===== config.mk =====
export PLATFORM = sky130hd
export DESIGN_NAME = uart_cmd_parser_flat
export DESIGN_NICKNAME = d
export VERILOG_FILES = /design/src/rtl/uart_pwm_pkg.sv /design/src/rtl/uart_cmd_parser_if.sv /design/src/rtl/uart_cmd_parser_hex.sv /design/src/rtl/uart_cmd_parser.sv /design/src/flat_wrapper.sv
export SDC_FILE = /design/constraint.sdc
export NUM_CORES = 1
export LEC_CHECK = 0
export ABC_AREA = 0
export BUFFER_PORTS_ARGS = -buffer_cell sky130_fd_sc_hd__buf_4
export CAP_MARGIN = 20
export CORE_ASPECT_RATIO = 1.75
export CORE_MARGIN = 3
export CORE_UTILIZATION = 55
export DETAILED_ROUTE_END_ITERATION = 12
export PLACE_DENSITY = 0.83
export SETUP_SLACK_MARGIN = 0.02
export SKIP_LAST_GASP = 1
export SYNTH_ARGS = -nofsm -noshare
export SYNTH_HDL_FRONTEND = slang
export SYNTH_HIERARCHICAL = 1
export SYNTH_SLANG_ARGS = --single-unit

===== constraint.sdc =====
create_clock -name clk_50mhz -period 3 [get_ports clk_50mhz]
set_input_delay 0.6 -clock clk_50mhz [delete_from_list [all_inputs] [get_ports clk_50mhz]]
set_output_delay 0.6 -clock clk_50mhz [all_outputs]
set_load 0.005 [all_outputs]

===== src/rtl/uart_pwm_pkg.sv =====
// Shared types and ASCII constants for the UART command parser.
package uart_pwm_pkg;
    localparam int DataWidthDef = 16;

    localparam logic [7:0] AsciiLf = 8'h0A;
    localparam logic [7:0] AsciiCr = 8'h0D;
    localparam logic [7:0] AsciiPu = 8'h50;
    localparam logic [7:0] AsciiDu = 8'h44;
    localparam logic [7:0] AsciiEu = 8'h45;
    localparam logic [7:0] AsciiPl = 8'h70;
    localparam logic [7:0] AsciiDl = 8'h64;
    localparam logic [7:0] AsciiEl = 8'h65;
    localparam logic [7:0] Ascii0  = 8'h30;
    localparam logic [7:0] Ascii1  = 8'h31;

    typedef enum logic [2:0] {
        IDLE, FETCH_OP, GET_ARG, FETCH_ARG,
        GET_EOS, FETCH_EOS, COMMIT, FLUSH
    } parser_state_t;

    typedef enum logic [1:0] {
        TGT_PERIOD, TGT_DUTY, TGT_EN
    } cmd_target_t;
endpackage


===== src/rtl/uart_cmd_parser_if.sv =====
// RX FIFO read port: head byte, empty flag and pop strobe.
interface uart_cmd_parser_if;
    logic [7:0] fifo_data;
    logic       fifo_empty;
    logic       fifo_read;

    modport master (output fifo_data, output fifo_empty, input fifo_read);
    modport slave  (input fifo_data, input fifo_empty, output fifo_read);
endinterface


===== src/rtl/uart_cmd_parser_hex.sv =====
// ASCII hex digit to nibble decoder (0-9, A-F, a-f).
module hex_nibble_decode (
    input  logic [7:0] data,
    output logic       valid,
    output logic [3:0] nibble
);
    always_comb begin
        valid  = 1'b1;
        nibble = 4'd0;
        unique case (1'b1)
            (data >= 8'h30 && data <= 8'h39): nibble = data[3:0];
            (data >= 8'h41 && data <= 8'h46): nibble = data[3:0] + 4'd9;
            (data >= 8'h61 && data <= 8'h66): nibble = data[3:0] + 4'd9;
            default:                          valid  = 1'b0;
        endcase
    end
endmodule


===== src/rtl/uart_cmd_parser.sv =====
// ASCII command parser driving the PWM configuration registers.
// Define CMD_TIMEOUT_EN to abandon partial commands after TimeoutCycles idle cycles.
module uart_cmd_parser
    import uart_pwm_pkg::*;
#(
    parameter int                   DataWidth     = DataWidthDef,
    parameter logic [DataWidth-1:0] ResetPeriod   = 16'd1000,
    parameter logic [DataWidth-1:0] ResetDuty     = 16'd500,
    parameter int                   TimeoutCycles = 5_000_000
) (
    input  logic                  clk_50mhz,
    input  logic                  rst,
    uart_cmd_parser_if.slave      fifo,
    output logic [DataWidth-1:0]  period,
    output logic [DataWidth-1:0]  duty,
    output logic                  pwm_en,
    output logic                  cfg_update,
    output logic                  cmd_error
);
    localparam int Digits = DataWidth / 4;
    localparam int CntW   = $clog2(Digits + 1);

    parser_state_t        state_q, state_d;
    cmd_target_t          tgt_q, tgt_d;
    logic [DataWidth-1:0] acc_q, acc_d;
    logic [CntW-1:0]      cnt_q, cnt_d;
    logic                 pend_q, pend_d;
    logic                 rd, tmo_hit, hex_valid, arg_ok;
    logic                 is_lf, is_cr;
    logic [3:0]           hex_nib;
    logic [7:0]           rx;

    assign rx    = fifo.fifo_data;
    assign is_lf = (rx == AsciiLf);
    assign is_cr = (rx == AsciiCr);
    assign fifo.fifo_read = rd;

    hex_nibble_decode u_hex (
        .data   (rx),
        .valid  (hex_valid),
        .nibble (hex_nib)
    );

    assign arg_ok = (tgt_q == TGT_EN) ? (rx == Ascii0 || rx == Ascii1)
                                      : hex_valid;

`ifdef CMD_TIMEOUT_EN
    localparam int TmoW = $clog2(TimeoutCycles);
    logic [TmoW-1:0] tmo_q;
    logic            sample;

    assign sample = (state_q inside {FETCH_OP, FETCH_ARG, FETCH_EOS})
                 || (state_q == FLUSH && pend_q);

    always_ff @(posedge clk_50mhz or posedge rst) begin
        if (rst)                          tmo_q <= '0;
        else if (state_q == IDLE || sample) tmo_q <= '0;
        else                              tmo_q <= tmo_q + TmoW'(1);
    end

    assign tmo_hit = (tmo_q == TmoW'(TimeoutCycles - 1)) && !sample
                  && state_q != IDLE && state_q != COMMIT;
`else
    assign tmo_hit = (TimeoutCycles < 0);
`endif

    always_comb begin
        state_d    = state_q;
        tgt_d      = tgt_q;
        acc_d      = acc_q;
        cnt_d      = cnt_q;
        pend_d     = pend_q;
        rd         = 1'b0;
        cfg_update = 1'b0;
        cmd_error  = 1'b0;
        unique case (state_q)
            IDLE, GET_ARG, GET_EOS: begin
                if (!fifo.fifo_empty) begin
                    rd = 1'b1;
                    state_d = (state_q == IDLE)    ? FETCH_OP :
                              (state_q == GET_ARG) ? FETCH_ARG : FETCH_EOS;
                end
            end
            FETCH_OP: begin
                acc_d = '0;
                cnt_d = CntW'(Digits);
                if (is_cr || is_lf) begin
                    state_d = IDLE;
                end else if (rx == AsciiPu || rx == AsciiPl) begin
                    tgt_d   = TGT_PERIOD;
                    state_d = GET_ARG;
                end else if (rx == AsciiDu || rx == AsciiDl) begin
                    tgt_d   = TGT_DUTY;
                    state_d = GET_ARG;
                end else if (rx == AsciiEu || rx == AsciiEl) begin
                    tgt_d   = TGT_EN;
                    cnt_d   = CntW'(1);
                    state_d = GET_ARG;
                end else begin
                    cmd_error = 1'b1;
                    pend_d    = 1'b0;
                    state_d   = FLUSH;
                end
            end
            FETCH_ARG: begin
                if (is_cr) begin
                    state_d = GET_ARG;
                end else if (is_lf) begin
                    cmd_error = 1'b1;
                    state_d   = IDLE;
                end else if (arg_ok) begin
                    acc_d   = {acc_q[DataWidth-5:0], hex_nib};
                    cnt_d   = cnt_q - CntW'(1);
                    state_d = (cnt_q == CntW'(1)) ? GET_EOS : GET_ARG;
                end else begin
                    cmd_error = 1'b1;
                    pend_d    = 1'b0;
                    state_d   = FLUSH;
                end
            end
            FETCH_EOS: begin
                if (is_cr) begin
                    state_d = GET_EOS;
                end else if (is_lf) begin
                    state_d = COMMIT;
                end else begin
                    cmd_error = 1'b1;
                    pend_d    = 1'b0;
                    state_d   = FLUSH;
                end
            end
            COMMIT: begin
                state_d = IDLE;
                // Duty may never exceed the period it modulates.
                if (tgt_q == TGT_DUTY && acc_q > period) cmd_error  = 1'b1;
                else                                     cfg_update = 1'b1;
            end
            FLUSH: begin
                if (pend_q) begin
                    pend_d = 1'b0;
                    if (is_lf) state_d = IDLE;
                end else if (!fifo.fifo_empty) begin
                    rd     = 1'b1;
                    pend_d = 1'b1;
                end
            end
            default: state_d = IDLE;
        endcase
        if (tmo_hit) begin
            state_d    = IDLE;
            pend_d     = 1'b0;
            rd         = 1'b0;
            cfg_update = 1'b0;
            cmd_error  = 1'b1;
        end
    end

    always_ff @(posedge clk_50mhz or posedge rst) begin
        if (rst) begin
            state_q <= IDLE;
            tgt_q   <= TGT_PERIOD;
            acc_q   <= '0;
            cnt_q   <= '0;
            pend_q  <= 1'b0;
        end else begin
            state_q <= state_d;
            tgt_q   <= tgt_d;
            acc_q   <= acc_d;
            cnt_q   <= cnt_d;
            pend_q  <= pend_d;
        end
    end

    always_ff @(posedge clk_50mhz or posedge rst) begin
        if (rst) begin
            period <= ResetPeriod;
            duty   <= ResetDuty;
            pwm_en <= 1'b0;
        end else if (cfg_update) begin
            case (tgt_q)
                TGT_PERIOD: begin
                    period <= acc_q;
                    if (acc_q < duty) duty <= acc_q;
                end
                TGT_DUTY: duty   <= acc_q;
                TGT_EN:   pwm_en <= acc_q[0];
                default:  ;
            endcase
        end
    end
endmodule


===== src/flat_wrapper.sv =====
// flat-port wrapper written by rule: the top's interface ports become plain ports
module uart_cmd_parser_flat import uart_pwm_pkg::*;
#(
    parameter int                   DataWidth     = DataWidthDef,
    parameter logic [DataWidth-1:0] ResetPeriod   = 16'd1000,
    parameter logic [DataWidth-1:0] ResetDuty     = 16'd500,
    parameter int                   TimeoutCycles = 5_000_000
)
  (clk_50mhz, rst, period, duty, pwm_en, cfg_update, cmd_error, fifo_fifo_data, fifo_fifo_empty, fifo_fifo_read);
  uart_cmd_parser_if fifo_i ();
  input  logic clk_50mhz;
  input  logic rst;
  output logic [DataWidth-1:0] period;
  output logic [DataWidth-1:0] duty;
  output logic pwm_en;
  output logic cfg_update;
  output logic cmd_error;
  input wire logic [$bits(fifo_i.fifo_data)-1:0] fifo_fifo_data;
  input wire logic [$bits(fifo_i.fifo_empty)-1:0] fifo_fifo_empty;
  output wire logic [$bits(fifo_i.fifo_read)-1:0] fifo_fifo_read;
  assign fifo_i.fifo_data = fifo_fifo_data;
  assign fifo_i.fifo_empty = fifo_fifo_empty;
  assign fifo_fifo_read = fifo_i.fifo_read;
  uart_cmd_parser #(.DataWidth(DataWidth), .ResetPeriod(ResetPeriod), .ResetDuty(ResetDuty), .TimeoutCycles(TimeoutCycles)) u_core (.clk_50mhz(clk_50mhz), .rst(rst), .fifo(fifo_i), .period(period), .duty(duty), .pwm_en(pwm_en), .cfg_update(cfg_update), .cmd_error(cmd_error));
endmodule

==> impl_metrics.tcl <==
set metrics [dict create \
    cp-end-kind "primary output" \
    htree_num_levels 3 \
    dr_wl_met3_um 508 \
    fin_ws_ns -0.131 \
    grt_pass1_vias 3597 \
    vias_per_cell 6.12 \
    fin_worst_skew_ns 0.00638 \
    critPathSlowestCell "dfrtp_1" \
    cp_cell_sequence "ha_1 -> a21oi_2 -> nor2_1 -> nor4_2 -> a31oi_2 -> buf_4 -> nor3_1 -> buf_4" \
    avgSynthCellArea_um2 9.22 \
    reg2reg_slack_ns 0.21 \
    critPathMaxStageDelay_ns 0.42 \
    cts_tree "done" \
    portBuffers 46 \
    drive_gt1_frac 0.308 \
    fin_crit_sh 1.04 \
    synth_edf_count 0 \
    vias 3517 \
    final_nets 535 \
    wire_per_inst_um 19.1 \
    p_leak_nw 2.24 \
    syn-num-nets 449 \
    syn_to_final_growth_pct 31.1 \
    cp.arrival_ns 2.53 \
    netlist_area_um2 3700 \
    fin_tns_setup_ns -0.229 \
    fmax_mhz 319 \
    drt_first_iter_violations 333 \
    critPathTopFamily "simple AND/OR/NAND/NOR gates" \
    grt_remaining_overflow 0 \
    crit_fanout 2 \
    cap_violations 0 \
    yosysTopAreaCellShare 0.311 \
    p_per_area_nw_per_um2 579 \
    routabilityCongestion 0.948 \
    synth_seq_cells 58 \
    finalPower_mw 2.81 \
    peakVddDrop_v 0.000477 \
    place_ws_ns -0.251 \
    yosysTopAreaCell "dfrtp_1" \
    place_hpwl_mm 7.76 \
    postLayoutCoreUtil 0.743 \
    grt_max_degree 36 \
    status "finished, violations left" \
    worstSkewPairLatency_ns 0.33 \
    violations "setup timing" \
    rr_startpoint "u_core/acc_q[13]" \
    firstDrtPassIters 5 \
    holdBufCountCts 0 \
    grt_usage 0.301 \
    highest_layer "met4" \
    path_clk_slew_ns 0.05 \
    hold_viol 0 \
    die_area_um2 7800 \
    relSlewSlack 0.503 \
    hold_class "input port to asynchronous set/reset pin" \
    fin_area_um2 4860 \
    cts.sink_count 58 \
    die_h_um 115 \
    cts_buffers 9 \
    syn_inst 402 \
    cts_buffer_depth 2 \
    slew_violations 0 \
    routed_wl_mm 11.0 \
    yosysWarnings 6 \
    critPathLaunchType "flop" \
    rr_worst_depth 10 \
    rsz0062_at_grt "yes" \
    place_inst 557 \
    wl_met2_mm 5.90 \
    final_common_cell "buf_4" \
    final.min_clock_period_ns 3.13 \
    wl_met1_mm 3.63 \
    crit_required_ns 2.40 \
    initial_utilization 0.567 \
    worstMarginPinSlew_ns 0.744 \
    layout_common_cells "87 x buf_4, 54 x o21ai_0, 47 x nand2_1" \
    num_io_pins 47 \
    path_buf_inv 2 \
    antenna_found_initial 0 \
    placementRows 39 \
    hold_ws_ns 0.413 \
    ys_seq_area_frac 0.396 \
    synthDistinctLibCells 60 \
    r2r-end "u_core/duty[3]" \
    drcViolationCount 0 \
    die_x_um 68.0 \
    root_buffer "clkbuf_16" \
    instances_no_fill 575 \
    cpMostUsedCell "buf_4" \
    ys.flop_type "dfrtp_1" \
    synth.area.top_cells "dfrtp_1 31%, ha_1 12%, dfstp_2 8.5%" \
    setup_viol 2 \
    place_area_um2 4390 \
    diodes 0 \
    critical_path_class "flop to primary output" \
    core_area_um2 6540 \
    synthArstFlopShare 1.00 \
    ant_nets 0 \
    grt_pass1_wl_mm 17.2 \
]
==> synth_stat cells, drive strengths merged, types with 7 or more instances <==
master,count
dfrtp,46
inv,49
ha,36
o31ai,9
dfstp,12
o21ai,55
clkbuf,11
a21oi,18
nand2,47
nor2,17
mux2,11
nor3,7
nand3,9
==> area by class of cell <==
cell class,instances,area [µm²]
multi-input combinational,281,2110
fill,443,1680
sequential,58,1470
timing repair buffer,89,684
clock buffer,14,274
inverter,49,184
tap,82,103
clock inverter,2,35.0
==> power breakdown <==
group          internal [mW]  switching [mW]
registers              0.849          0.0836
logic                  0.328           0.496
clock network          0.709           0.346
==> repair_timing <==
action | in CTS | in global routing
gates resized for setup | 16 | 4
setup buffers | 0 | 2
pin swaps | 8 | 2
gates cloned | 0 | 0
setup endpoints to repair | 2 | 2
==> layer usage <==
layer | up-vias | track usage
met5 | - | 0
met4 | 0 | 0.227
met3 | 71 | 0.0599
met2 | 167 | 0.528
met1 | 1679 | 0.294
li1 | 1600 | -
==> registers in the layout, indices dropped and copies added (netlist names) <==
| register | cells |
|---|---|
| u_core/acc_q | 16 |
| u_core/duty | 16 |
| u_core/period | 16 |
| u_core/cnt_q | 3 |
| u_core/state_q | 3 |
| u_core/tgt_q | 2 |
| u_core/pend_q | 1 |
| u_core/pwm_en | 1 |
==> worst register-to-register path, stage by stage (launching register included) <==
cell	delay (ns)
dfrtp_1	0.44
buf_4	0.17
buf_4	0.14
ha_1	0.28
and4_1	0.24
nand2_1	0.08
or4_1	0.56
a31oi_2	0.21
nor3_4	0.08
buf_12	0.17
mux2_4	0.30
==> worst max path at each step <==
stage	from	to	cells past startpoint
final	u_core/acc_q[11]	cfg_update	8
after CTS	u_core/period[9]	cmd_error	10
after floorplan	fifo_fifo_data[1]	cmd_error	9
after global routing	u_core/period[15]	cmd_error	11
after global placement	fifo_fifo_data[0]	cmd_error	11
after detailed placement	fifo_fifo_data[0]	cmd_error	11
==> cells by family (layout without fill, tap and decap cells) <==
kind of cell,Yosys count,count (layout),synth area share
compound gates,117,117,0.206
simple gates,110,110,0.150
buf+inv,63,154,0.0709
flops,58,58,0.396
fa+ha+maj,36,36,0.122
mux,17,17,0.0537
xor+xnor,1,1,0.00236
Power figures use the tool's default switching activity.
